### src/rtl/uart_tx_arb.sv
// Round-robin arbiter that feeds one byte at a time from four requesters to a UART transmitter.
// It issues one send_en per grant and then waits for done or for a timeout before it arbitrates again.
module uart_tx_arb #(
  parameter int NREQ  = 4,
  parameter int CNT_W = 24
) (
  input  logic              mclk,
  input  logic              n_reset,
  input  logic              en,
  input  logic [NREQ-1:0]   req,
  input  logic [8*NREQ-1:0] req_data,
  input  logic [CNT_W-1:0]  to_max_cnt,
  input  logic              done,
  output logic [NREQ-1:0]   gnt,
  output logic              send_en,
  output logic [7:0]        tr_data,
  output logic              busy,
  output logic [1:0]        last_id,
  output logic              tx_err,
  output logic [15:0]       sent_cnt,
  output logic [1:0]        state_dbg
);

  // Handshake: a requester holds req high (level) until it sees its one-cycle gnt pulse.
  // The byte is captured on the edge that issues gnt. A req still high after gnt is a new request.
  typedef enum logic [1:0] {
    IDLE = 2'd0,
    SEND = 2'd1,
    WAIT = 2'd2
  } state_t;

  state_t           state_q, state_d;
  logic [1:0]       ptr_q, ptr_d;
  logic [NREQ-1:0]  gnt_q, gnt_d;
  logic             send_q, send_d;
  logic [7:0]       data_q, data_d;
  logic [1:0]       id_q, id_d;
  logic             err_q, err_d;
  logic [15:0]      sent_q, sent_d;
  logic [CNT_W-1:0] cnt_q, cnt_d;

  logic [1:0] win;
  logic [1:0] idx;
  logic       found;

  // Search starts at ptr and wraps. The first request bit that is set wins.
  always_comb begin
    win   = 2'd0;
    idx   = 2'd0;
    found = 1'b0;
    for (int k = 0; k < NREQ; k++) begin
      idx = ptr_q + 2'(k);
      if (!found && req[idx]) begin
        win   = idx;
        found = 1'b1;
      end
    end
  end

  always_comb begin
    state_d = state_q;
    ptr_d   = ptr_q;
    gnt_d   = '0;
    send_d  = 1'b0;
    data_d  = data_q;
    id_d    = id_q;
    err_d   = 1'b0;
    sent_d  = sent_q;
    cnt_d   = cnt_q;
    case (state_q)
      IDLE: begin
        if (en && found) begin
          state_d = SEND;
          gnt_d   = NREQ'(1) << win;
          send_d  = 1'b1;
          data_d  = req_data[{win, 3'b000} +: 8];
          id_d    = win;
          ptr_d   = win + 2'd1;
        end
      end
      SEND: begin
        state_d = WAIT;
        cnt_d   = '0;
      end
      WAIT: begin
        // If done and the timeout fall on the same cycle, done takes priority.
        if (done) begin
          state_d = IDLE;
          sent_d  = sent_q + 16'd1;
        end else if ((to_max_cnt != '0) && (cnt_q == to_max_cnt - CNT_W'(1))) begin
          state_d = IDLE;
          err_d   = 1'b1;
        end else begin
          cnt_d = cnt_q + CNT_W'(1);
        end
      end
      default: state_d = IDLE;
    endcase
  end

  always_ff @(posedge mclk or negedge n_reset) begin
    if (!n_reset) begin
      state_q <= IDLE;
      ptr_q   <= 2'd0;
      gnt_q   <= '0;
      send_q  <= 1'b0;
      data_q  <= 8'h00;
      id_q    <= 2'd0;
      err_q   <= 1'b0;
      sent_q  <= 16'd0;
      cnt_q   <= '0;
    end else begin
      state_q <= state_d;
      ptr_q   <= ptr_d;
      gnt_q   <= gnt_d;
      send_q  <= send_d;
      data_q  <= data_d;
      id_q    <= id_d;
      err_q   <= err_d;
      sent_q  <= sent_d;
      cnt_q   <= cnt_d;
    end
  end

  assign gnt       = gnt_q;
  assign send_en   = send_q;
  assign tr_data   = data_q;
  assign busy      = (state_q != IDLE);
  assign last_id   = id_q;
  assign tx_err    = err_q;
  assign sent_cnt  = sent_q;
  assign state_dbg = state_q;

endmodule

### config.mk
export PLATFORM = sky130hd
export DESIGN_NAME = uart_tx_arb
export DESIGN_NICKNAME = d
export VERILOG_FILES = /design/src/rtl/uart_tx_arb.sv
export SDC_FILE = /design/constraint.sdc
export NUM_CORES = 1
export LEC_CHECK = 0
export CORE_ASPECT_RATIO = 0.5
export CORE_MARGIN = 5
export CORE_UTILIZATION = 51
export CTS_CLUSTER_SIZE = 24
export DETAILED_ROUTE_END_ITERATION = 10
export GPL_TIMING_DRIVEN = 1
export PLACE_DENSITY = 0.91
export SETUP_SLACK_MARGIN = 0.5
export SYNTH_ARGS = -nofsm -noshare
export SYNTH_HDL_FRONTEND = slang
export SYNTH_SLANG_ARGS = --single-unit
### constraint.sdc
create_clock -name mclk -period 3.6 [get_ports mclk]
set_input_delay 0.72 -clock mclk [delete_from_list [all_inputs] [get_ports mclk]]
set_output_delay 0.72 -clock mclk [all_outputs]
set_load 0.01 [all_outputs]
# == After elaboration in Yosys (flattened, before gate mapping) ==
# Cells that the tools add are included.
# op_classes
n_addsub,7
order_cmp,4
n_eq_ne,7
shift,2
mux,30
n_reduce_logical,16
# op_table
op,n
24-bit 2-to-1 mux,2
24-bit case mux with 2 select lines,1
32-bit by 6-bit indexed part select with 8-bit output,1
"24-bit by 1-bit adder with 24-bit output, second input constant",1
24-bit equality test,1
24-bit nonzero test,1
"24-bit by 1-bit subtractor with 24-bit output, second input constant",1
"16-bit by 1-bit adder with 16-bit output, second input constant",1
2-bit 2-to-1 mux,7
1-bit 2-to-1 mux,13
"2-bit by 3-bit less-than comparator with 1-bit output, second input constant",4
1-bit binary-select mux with 2-bit select,4
4-bit 2-to-1 mux,2
"2-bit inequality test, second input constant",3
2-bit case mux with 3 select lines,1
2-bit AND reduction,3
1-bit logical AND,5
"2-bit by 1-bit adder with 2-bit output, second input constant",2
"2-bit adder, second input constant",2
2-bit nonzero test,2
"1-bit by 2-bit left shift with 4-bit output, first input constant",1
1-bit zero test,3
"3-bit inequality test, second input constant",1
3-bit AND reduction,1
other kinds (3),3
# word_totals
ff_bits,60
output_inout_bits,35
wordCells,75

# == Depth between registers and ports, before layout ==
# Gate-level depths: netlist (run 1).
# depth
depth_word,15
mapped_depth,11
mapped_depth_nobuf,10

# == Worst setup path before layout (run 1) ==
# OpenSTA, ideal clock, no wires.
# synth_path
kind,input to register
from,input to_max_cnt[0]
to,register cnt_q[3]
setup_time_ns,0.126
arrival_time_ns,2.988
t_required_ns,3.474
path_slack_ns,0.486
path_stages,10
path_buffers,0
path_cell_list,inv_1 > ha_1 > nor4bb_1 > o211ai_1 > or4b_1 > a211oi_2 > nand2_1 > nor4_1 > nor2_1 > a221o_1
# synth_between
elab_chain_len,5
word_cells_on_any_way,6
classes_between,add/sub: 1; eq/ne: 2; reduce/logical: 3
# synth_rtl
element,line,source
"start, declared",12,"input logic [CNT_W-1:0] to_max_cnt,"
24-bit by 1-bit subtractor with 24-bit output,90,end else if ((to_max_cnt != '0) && (cnt_q == to_max_cnt - CNT_W'(1))) begin
24-bit equality test,90,
1-bit logical AND *,90,
2-bit inequality test (no source line) *,--,
3-bit AND reduction (no source line) *,--,
"end signal, assigned",121,cnt_q <= cnt_d;
"end, declared",40,"logic [CNT_W-1:0] cnt_q, cnt_d;"
# Every way passes the cells marked *; elsewhere a longest branch is shown, timed or not.
# A chain may end at the register's enable or synchronous reset.

# == Worst setup path in the final report (run 1) ==
# layout_path
from,input to_max_cnt[15]
to,register cnt_q[22]
# The elaborated chain is that of the path after synthesis.

==> results of run 1 <==
[synth_stat cells, types with 9 or more instances]
cell type  instances
nand3_1           24
dfrtp_1           60
mux2_2            10
xor2_1            18
inv_1             17
nand4_1           12
nor3_1            19
xnor2_1           22
nand2_1           57
a21oi_1           11
o21ai_0           16
mux2i_1           30
and2_1             9
clkbuf_1          11
nor2_1            17
[metrics by stage]
step | total power [W] | setup TNS, ns | util
floorplan | 0.001510 | 0 | -
CTS | 0.002823 | 0 | 0.7425
detailed placement | 0.001997 | -0.8840 | 0.6871
finish | 0.002837 | 0 | 0.7576
global placement | 0.001963 | -0.02666 | 0.6871
global route | 0.003008 | 0 | 0.7576
[per-layer routing]
layer	track usage	vias up	part of all wire	routed length, um
met3	0.06772	39	0.085	1063
met4	0.08628	0	0.025	309
li1	-	1939	-	-
met5	0	-	0	0
met2	0.4324	218	0.49	6147
met1	0.2829	1970	0.40	4999
[worst max-delay path, cell delays in order]
cell and delay, ns:
clkdlybuf4s50_1 0.54, nor2_1 0.18, nand3_2 0.18, o31a_1 0.35, a31oi_1 0.18, nand3b_1 0.23, buf_4 0.16, nor4_4 0.04
buf_4 0.15, or4_1 0.49, a21oi_1 0.15
[power by group]
group / internal, W / switching, W / total [W]
Sequential: 0.000811 / 0.000160 / 0.000971
Combinational: 0.000563 / 0.000529 / 0.00109
Clock: 0.000496 / 0.000278 / 0.000774
[kinds of logic after synthesis]
logic type / count (synthesis)
flops: 60
simple gates: 193
buf+inv: 35
compound gates: 76
fa+ha+maj: 7
xor+xnor: 40
mux: 40
[worst max path at each step]
stage,slack (ns),depth (start not counted),from,endpoint
3_5_place_dp,-0.14,12,to_max_cnt[0],cnt_q[5]$_DFFE_PN0P_
5_1_grt,0.41,12,to_max_cnt[15],cnt_q[15]$_DFFE_PN0P_
3_3_place_gp,-0.01,12,to_max_cnt[0],cnt_q[5]$_DFFE_PN0P_
6_report,0.48,11,to_max_cnt[15],cnt_q[22]$_DFFE_PN0P_
4_1_cts,0.50,11,to_max_cnt[8],cnt_q[9]$_DFFE_PN0P_
2_1_floorplan,0.53,10,to_max_cnt[18],cnt_q[15]$_DFFE_PN0P_
[final cells by class]
cell class / instances / area [sq um]
Multi-Input combinational cell: 356 / 2618
Fill cell: 529 / 1918
Sequential cell: 60 / 1501
Timing Repair Buffer: 149 / 1399
Clock buffer: 13 / 260.3
Tap cell: 112 / 140.1
Inverter: 18 / 67.56
Clock inverter: 2 / 10.01
[flip-flops by register name, summed over array words and instances (netlist names)]
name,cells
cnt_q,24
gnt,4
last_id,2
ptr_q,2
send_en,1
sent_cnt,16
state_dbg,2
tr_data,8
tx_err,1
[repair_timing]
| action | 4_1_cts | 5_1_grt |
|---|---|---|
| hold buffers | 0 | 0 |
| endpoints found under the setup margin | 25 | 25 |
| pin swaps | 24 | 23 |
| cloned | 1 | 0 |
| hold endpoints to repair | 0 | 0 |
| gates resized for setup | 41 | 34 |
| buffers inserted | 5 | 9 |
==> impl_metrics.csv, run 1 <==
group,metric,value,unit
power,p_leak,2.698,nW
logic_synthesis,syn-num-nets,522,
clock_tree,cts_sinks,60,
timing,rsz0062_at_grt,"false",
run_status,status,"completed",
placement,io_buffers,98,
floorplanning,coreArea,7914,sq um
floorplanning,std_cell_rows,23,
clock_tree,cts_tree,"yes",
floorplanning,fp.dieH,73.48,um
layout,layout-drive-gt1-share,0.2040,
worst_setup_path,endpoint_kind,"flop",
logic_synthesis,avgSynthCellArea,9.114,sq um
grt,grt_pass1_wl,19.41,mm
logic_synthesis,yosys_warnings,0,
logic_synthesis,synthFlopType,"dfrtp_1",
logic_synthesis,synth-seq-cells,60,
drt,dr.first_iter.drc_count,287,
clock_tree,cts.clk_slew.worst_paths,0.05,ns
worst_setup_path,reg2reg_to,"cnt_q[13]$_DFFE_PN0P_",
timing,slew_viol_final,0,
worst_setup_path,r2r-start,"cnt_q[2]$_DFFE_PN0P_",
logic_synthesis,synthAdderAreaFrac,0.02131,
worst_setup_path,start_kind,"input port",
worst_setup_path,worstPathRequired,3.85,ns
logic_synthesis,synth_top_family_by_area,"simple AND/OR/NAND/NOR gates",
placement,place_inst,680,
logic_synthesis,yosysTopAreaCell,"dfrtp_1",
grt,antenna_found_initial,0,
timing,fmax,320.1,MHz
layout,antenna_cells,0,
drt,ant_nets,0,
timing,hold_viol_final,0,
clock_tree,cts_root_buffer,"clkbuf_16",
placement,place_ws,-0.1421,ns
hold_path,min_path_type,"input port to asynchronous set/reset pin",
drt,avgViaCountPerCell,5.868,
placement,gp_congestion,0.9228,
floorplanning,die_width,137.0,um
timing,fin_crit,3.124,ns
timing,worst_slew_margin_rel,0.5150,
layout,final_cell_mix,"clkdlybuf4s50_1, dfrtp_1, nand2_1",
timing,fin_skew,0.007097,ns
grt,grtUsageTotal,0.2424,
logic_synthesis,synthMuxAreaShare,0.1005,
floorplanning,boundaryPins,99,
drt,vias,4166,
placement,dp_hpwl,8.453,mm
layout,final_cells,710,
logic_synthesis,synthXorXnorAreaFrac,0.08524,
clock_tree,clk_path_buf_depth,2,
grt,gr-total-overflow,0,
worst_setup_path,critical_path_class,"input port to flop",
timing,period_share,0.8677,
logic_synthesis,async_reset_ff_frac,1.000,
worst_setup_path,cp.arrival,3.37,ns
power,power.density,473.1,nW/um^2
worst_setup_path,cp_max_fo,6,
logic_synthesis,synth.distinct_cells,71,
drt,post_drt_wl_per_cell,17.63,um
floorplanning,initial_core_util,0.5194,
layout,postLayoutCellArea,5996,sq um
logic_synthesis,synthTopCellsByArea,"dfrtp_1, mux2i_1, nand2_1",
worst_setup_path,r2r_setup_slack,0.75,ns
clock_tree,cts_made_buffers,9,
clock_tree,htree_levels,3,
layout,final_common_cell,"clkdlybuf4s50_1",
drt,wl,12.52,mm
grt,grt_max_degree,32,
timing,setup_viol_count_final,0,
timing,postLayoutSetupSlackWorst,0.4762,ns
drt,drtPass1Iterations,7,
power,ir_drop,0.3064,mV
flow_run,maxCapViolCount,0,
logic_synthesis,synth_edf_count,0,
floorplanning,die-area,10060,sq um
clock_tree,worst_skew_pair.late_latency,0.32,ns
drt,drc,0,
logic_synthesis,synth-compound-area-share,0.1391,
layout,fin_nets,665,
layout,syn2layout_area_growth,45.88,%
logic_synthesis,synth_top_area_frac,0.3653,
grt,grt_pass1_vias,4146,
timing,worstMarginPinSlew,0.7209,ns
logic_synthesis,syn_inst,451,
logic_synthesis,synthesis.area,4110,sq um
logic_synthesis,yosysSeqAreaShare,0.3653,
timing,holdWs,0.4315,ns
worst_setup_path,ff2ff_path_depth,9,
placement,postPlaceCellArea,5438,sq um
logic_synthesis,synthSimpleGateAreaFrac,0.2524,
Power figures use the tool's default switching activity.
==> run 2: changes to the inputs <==
--- a/config.mk
+++ b/config.mk
@@ -12,6 +12,7 @@
 export DETAILED_ROUTE_END_ITERATION = 10
 export GPL_TIMING_DRIVEN = 1
 export PLACE_DENSITY = 0.91
+export REMOVE_ABC_BUFFERS = 1
 export SETUP_SLACK_MARGIN = 0.5
 export SYNTH_ARGS = -nofsm -noshare
 export SYNTH_HDL_FRONTEND = slang
==> run 2 against run 1 <==
  * Cell area up 1.2%
  * Global-route usage up 0.26 points
  * Clock-buffer cell count down 3
  * Flip-flop and latch count unchanged
  * Critical path type unchanged
  * Critical endpoint is now cnt_q[6]$_DFFE_PN0P_
  * Largest cell class unchanged
  * Highest routed layer unchanged
==> impl_metrics.csv, run 2 (synthesized netlist as in run 1, its figures left out) <==
group,metric,value,unit
run_status,status,"completed",
worst_setup_path,ff2ff_path_depth,9,
placement,place_ws,-0.1608,ns
clock_tree,worst_skew_pair.late_latency,0.32,ns
worst_setup_path,worstPathRequired,3.82,ns
layout,layout-drive-gt1-share,0.2114,
timing,holdWs,0.4275,ns
grt,grt_pass1_wl,19.43,mm
floorplanning,boundaryPins,99,
worst_setup_path,worstPathCellList,"clkdlybuf4s15_1 -> nor4_2 -> buf_4 -> nand2_2 -> or4_4 -> a222oi_1 -> o2111a_2 -> a211oi_4 -> buf_6 -> nand2_1 -> mux2i_1",
timing,hold_viol_final,0,
hold_path,min_path_type,"input port to asynchronous set/reset pin",
timing,setup_viol_count_final,0,
worst_setup_path,slowest_delay,0.53,ns
layout,final_cell_mix,"clkdlybuf4s50_1, dfrtp_1, nand2_1",
worst_setup_path,reg2reg_to,"cnt_q[23]$_DFFE_PN0P_",
worst_setup_path,critPathBufInv,3,
drt,ant_nets,0,
placement,gp_congestion,0.8715,
worst_setup_path,cp.arrival,3.29,ns
clock_tree,htree_levels,3,
floorplanning,std_cell_rows,23,
timing,fmax,325.8,MHz
timing,period_share,0.8526,
layout,antenna_cells,0,
clock_tree,postCtsHoldBufs,0,
timing,rsz0062_at_grt,"true",
worst_setup_path,r2r-start,"cnt_q[2]$_DFFE_PN0P_",
drt,post_drt_wl_per_cell,17.77,um
floorplanning,fp.dieH,73.48,um
placement,postPlaceCellArea,5434,sq um
flow_run,maxCapViolCount,0,
floorplanning,initial_core_util,0.5194,
power,p_leak,2.718,nW
layout,utilization,0.7668,
drt,dr.first_iter.drc_count,328,
grt,gr-total-overflow,0,
grt,antenna_found_initial,0,
worst_setup_path,start_kind,"input port",
clock_tree,cts_sinks,60,
floorplanning,coreArea,7914,sq um
layout,largest-register,"cnt_q",
layout,postLayoutCellArea,6068,sq um
layout,fillCellCount,523,
clock_tree,cts.clk_slew.worst_paths,0.05,ns
placement,io_buffers,98,
placement,dp_hpwl,8.418,mm
timing,worst_slew_margin_rel,0.5601,
timing,postLayoutSetupSlackWorst,0.5307,ns
layout,final_common_cell,"clkdlybuf4s50_1",
grt,grtUsageTotal,0.2450,
drt,avgViaCountPerCell,5.938,
power,ir_drop,0.3188,mV
clock_tree,cts_root_buffer,"clkbuf_16",
worst_setup_path,crit_slowest_cell,"or4_4",
grt,grt_max_degree,32,
drt,vias,4204,
clock_tree,cts_made_buffers,9,
timing,worstMarginPinSlew,0.6599,ns
worst_setup_path,r2r_setup_slack,0.73,ns
layout,largest_register_ffs,24,
grt,grt_pass1_vias,4029,
drt,drc,0,
timing,fin_crit,3.069,ns
clock_tree,clk_path_buf_depth,2,
layout,fin_nets,662,
floorplanning,die_width,137.0,um
drt,drtPass1Iterations,5,
timing,fin_skew,0.006375,ns
worst_setup_path,endpoint_kind,"flop",
power,power.density,475.2,nW/um^2
worst_setup_path,cp_max_fo,9,
drt,wl,12.58,mm
floorplanning,die-area,10060,sq um
layout,syn2layout_area_growth,47.64,%
timing,slew_viol_final,0,
worst_setup_path,critical_path_class,"input port to flop",
clock_tree,cts_tree,"yes",
worst_setup_path,crit_family,"simple AND/OR/NAND/NOR gates",
==> run 2: changes by cell type in the layout (fill, tap and decap cells not counted), moves of 3 or more <==
| cell | previous run | this run |
|---|---|---|
| buf_6 | 5 | 8 |
| buf_4 | 44 | 40 |
| nor4_4 | 2 | 5 |
| clkinv_2 | 2 | 5 |
==> run 2: worst reg2reg max path, delay by kind of cell (launching register included) <==
family | cells | cell delay [ns]
simple gates | 4 | 1.14
compound gates | 3 | 0.72
flops | 1 | 0.54
buf+inv | 1 | 0.19
mux | 1 | 0.17
==> run 2: timing repair <==
item / CTS / global route
endpoints found under the hold margin: 0 / 0
setup endpoints to repair: 26 / 25
resized for setup: 47 / 43
setup buffers: 6 / 4
pin swaps: 24 / 22
==> run 2: per-layer routing <==
| metal | vias to the layer above | GRT usage | part of all wire |
|---|---|---|---|
| met2 | 223 | 0.4324 | 0.50 |
| met5 | - | 0 | 0 |
| li1 | 1930 | - | - |
| met3 | 29 | 0.06703 | 0.088 |
| met4 | 0 | 0.08518 | 0.019 |
| met1 | 2022 | 0.2916 | 0.39 |
==> run 2: layout make-up <==
type                       instances  area [sq um]  area share
multi-input combinational        356          2731      0.4501
sequential                        60          1501      0.2474
timing repair buffer             146          1344      0.2214
clock buffer                      10         229.0     0.03773
tap                              112         140.1     0.02309
inverter                          18         67.56     0.01113
clock inverter                     6         55.05    0.009072
==> run 2: worst max-delay path by stage <==
stage / startpoint / endpoint / slack [ns] / depth (start not counted)
after CTS: to_max_cnt[9] / cnt_q[3]$_DFFE_PN0P_ / 0.52 / 10
after global routing: to_max_cnt[18] / cnt_q[22]$_DFFE_PN0P_ / 0.43 / 12
after global placement: to_max_cnt[18] / cnt_q[19]$_DFFE_PN0P_ / -0.09 / 9
after detailed placement: to_max_cnt[0] / cnt_q[19]$_DFFE_PN0P_ / -0.16 / 11
final: to_max_cnt[4] / cnt_q[6]$_DFFE_PN0P_ / 0.53 / 11
after floorplan: to_max_cnt[3] / cnt_q[3]$_DFFE_PN0P_ / 0.28 / 8
==> run 2: per-stage QoR <==
stage	total power, W	std cells	TNS, ns
after detailed placement	0.001997	682	-2.202
after global routing	0.003043	708	0
final	0.002884	708	0
after CTS	0.002866	704	0
after global placement	0.001963	682	-0.7336
after floorplan	0.001484	434	0
==> run 2: power by group <==
| part | switching [W] | internal (W) |
|---|---|---|
| clock network | 0.000285 | 0.000528 |
| registers | 0.000170 | 0.000811 |
| logic | 0.000531 | 0.000558 |
==> run 3: changes to the inputs <==
--- a/config.mk
+++ b/config.mk
@@ -5,9 +5,11 @@
 export SDC_FILE = /design/constraint.sdc
 export NUM_CORES = 1
 export LEC_CHECK = 0
+export CAP_MARGIN = 5
 export CORE_ASPECT_RATIO = 0.5
 export CORE_MARGIN = 5
 export CORE_UTILIZATION = 51
+export CTS_BUF_LIST = sky130_fd_sc_hd__clkbuf_4 sky130_fd_sc_hd__clkbuf_8
 export CTS_CLUSTER_SIZE = 24
 export DETAILED_ROUTE_END_ITERATION = 10
 export GPL_TIMING_DRIVEN = 1
==> run 3 against run 2 <==
  * Via count increased by 0.86%
  * Combinational power up 4%
  * Fmax shrank 1.3%
  * Routed wire length up 2.1%
  * Clock-buffer cell count is the same
  * Final cell count up 1.1%
  * Cell area is 0.12% higher
  * First-iteration DRC count rose by 18%
  * Critical path type unchanged
  * Critical endpoint unchanged
  * Largest cell class unchanged
==> impl_metrics.csv, run 3 (synthesized netlist as in run 1, its figures left out) <==
group,metric,value,unit
run_status,status,"completed",
timing,slew_viol_final,0,
placement,place_ws,-0.1608,ns
timing,fin_crit,3.110,ns
floorplanning,initial_core_util,0.5194,
worst_setup_path,endpoint_kind,"flop",
grt,grt_use_met2,0.4211,
floorplanning,boundaryPins,99,
timing,postLayoutSetupSlackWorst,0.4896,ns
grt,gr-total-overflow,0,
drt,drc,0,
layout,largest-register,"cnt_q",
layout,syn2layout_area_growth,47.82,%
placement,dp_hpwl,8.418,mm
timing,rsz0062_at_grt,"true",
drt,vias,4240,
grt,grt_pass1_vias,4042,
grt,grt_use_met1,0.3090,
clock_tree,clk_path_buf_depth,2,
grt,busiest_layer,"met2",
worst_setup_path,start_kind,"input port",
power,p_leak,2.709,nW
grt,grt_max_degree,32,
timing,worst_slew_margin_rel,0.5642,
drt,ant_nets,0,
drt,drtPass1Iterations,5,
layout,largest_register_ffs,24,
drt,wl,12.84,mm
timing,setup_viol_count_final,0,
clock_tree,cts_root_buffer,"clkbuf_8",
worst_setup_path,crit_family,"compound AO/OA/AOI/OAI gates",
clock_tree,cts.clk_slew.worst_paths,0.07,ns
placement,io_buffers,98,
floorplanning,die_width,137.0,um
flow_run,maxCapViolCount,0,
power,power_frac_comb,0.422,
timing,fin_skew,0.007646,ns
worst_setup_path,worstPathRequired,3.84,ns
power,power.density,440.1,nW/um^2
power,p_clk_frac,0.214,
worst_setup_path,cp.arrival,3.36,ns
layout,utilization,0.7677,
clock_tree,cts_sinks,60,
clock_tree,cts_made_buffers,9,
grt,grtUsageTotal,0.2516,
grt,met3_usage,0.06908,
power,seqPwrFrac,0.365,
layout,final_common_cell,"clkdlybuf4s50_1",
floorplanning,die-area,10060,sq um
floorplanning,coreArea,7914,sq um
layout,antenna_cells,0,
drt,avgViaCountPerCell,5.922,
worst_setup_path,critical_path_class,"input port to flop",
timing,hold_viol_final,0,
worst_setup_path,slowest_delay,0.53,ns
layout,fin_nets,670,
clock_tree,htree_levels,3,
grt,grt_pass1_wl,20.01,mm
worst_setup_path,critPathBufInv,4,
clock_tree,worst_skew_pair.late_latency,0.34,ns
drt,post_drt_wl_per_cell,17.93,um
timing,fmax,321.5,MHz
layout,layout-drive-gt1-share,0.2368,
power,ir_drop,0.3183,mV
clock_tree,cts_tree,"yes",
worst_setup_path,worstPathCellList,"buf_4 -> nor4_4 -> buf_4 -> nand2_2 -> or4_4 -> a222oi_1 -> o2111a_2 -> a211oi_4 -> buf_6 -> buf_12 -> nand2_2 -> mux2i_1",
hold_path,min_path_type,"input port to asynchronous set/reset pin",
timing,worstMarginPinSlew,0.6537,ns
drt,dr.first_iter.drc_count,387,
placement,gp_congestion,0.8715,
worst_setup_path,cp_max_fo,6,
power,switchingPower,0.0009597,W
floorplanning,std_cell_rows,23,
worst_setup_path,crit_slowest_cell,"or4_4",
timing,period_share,0.8640,
power,swShare,0.3590,
grt,antenna_found_initial,0,
layout,final_cell_mix,"clkdlybuf4s50_1, dfrtp_1, nand2_1",
power,cell_internal_pwr,0.001714,W
floorplanning,fp.dieH,73.48,um
run 3: cell types whose count changed in the layout (fill, tap and decap cells not counted), moves of 5 or more:
| cell | previous run | this run |
|---|---|---|
| buf_4 | 40 | 48 |
| clkbuf_8 | 0 | 9 |
| nand2_2 | 3 | 8 |
| clkbuf_16 | 9 | 0 |
| nand2_1 | 55 | 50 |
run 3: repair_timing:
item	4_1_cts	5_1_grt
pin swaps	27	21
hold buffers	0	0
gates resized for setup	45	62
setup buffers	9	9
endpoints found under the setup margin	26	25
run 3: path summary, 6_finish.rpt:
kind / from / cells after the start / slack (ns) / endpoint
worst max-delay path: to_max_cnt[4] / 12 / 0.49 / cnt_q[6]$_DFFE_PN0P_
worst min-delay path: n_reset / 1 / 0.41 / tr_data[0]$_DFFE_PN0P_
min in group mclk: sent_cnt[15]$_DFFE_PN0P_ / 1 / 0.48 / sent_cnt[15]$_DFFE_PN0P_
worst max register to register: cnt_q[2]$_DFFE_PN0P_ / 9 / 0.76 / cnt_q[20]$_DFFE_PN0P_
max in group asynchronous: n_reset / 2 / 2.34 / cnt_q[19]$_DFFE_PN0P_
worst min register to register: sent_cnt[15]$_DFFE_PN0P_ / 1 / 0.48 / sent_cnt[15]$_DFFE_PN0P_
run 3: worst register-to-register path: cells and delay by family, from the launching register on:
family / cells / cell delay [ns]
buffers and inverters: 1 / 0.19
and+or+nand+nor: 4 / 1.41
AOI/OAI and AO/OA: 4 / 0.61
DFF: 1 / 0.55
run 3: power groups by stage:
stage	clock network [W]	registers [W]	logic [W]
after floorplan	0	0.000989	0.000495
after global placement	0	0.000968	0.000995
after detailed placement	0	0.000977	0.00102
after CTS	0.000587	0.000969	0.00106
after global routing	0.000622	0.000997	0.00122
final	0.000571	0.000976	0.00113
run 3: per-layer routing:
metal | routed length [um] | vias to the layer above | part of all wire
li1 | - | 1959 | -
met1 | 5024 | 1998 | 0.39
met2 | 6187 | 230 | 0.48
met3 | 1163 | 53 | 0.091
met4 | 463 | 0 | 0.036
met5 | 0 | - | 0
run 3: final cells by class:
cell class / count / area [sq um]
multi-input cells: 356 / 2758
fillers: 523 / 1838
flip-flops and latches: 60 / 1501
repair buffers: 154 / 1423
well taps: 112 / 140.1
clock buffers: 10 / 131.4
inverters: 18 / 67.56
clock inverters: 6 / 55.05
run 3: per-stage QoR:
step / area (sq um) / power (W) / hold slack (ns) / std cells / setup TNS [ns]
final: 6076 / 0.002674 / 0.4063 / 716 / 0
after detailed placement: 5434 / 0.001997 / 0.4714 / 682 / -2.202
after global routing: 6076 / 0.002841 / 0.4450 / 716 / 0
after floorplan: 4029 / 0.001484 / 0.4244 / 434 / 0
after global placement: 5434 / 0.001963 / 0.4619 / 682 / -0.7336
after CTS: 5834 / 0.002618 / 0.4133 / 707 / 0
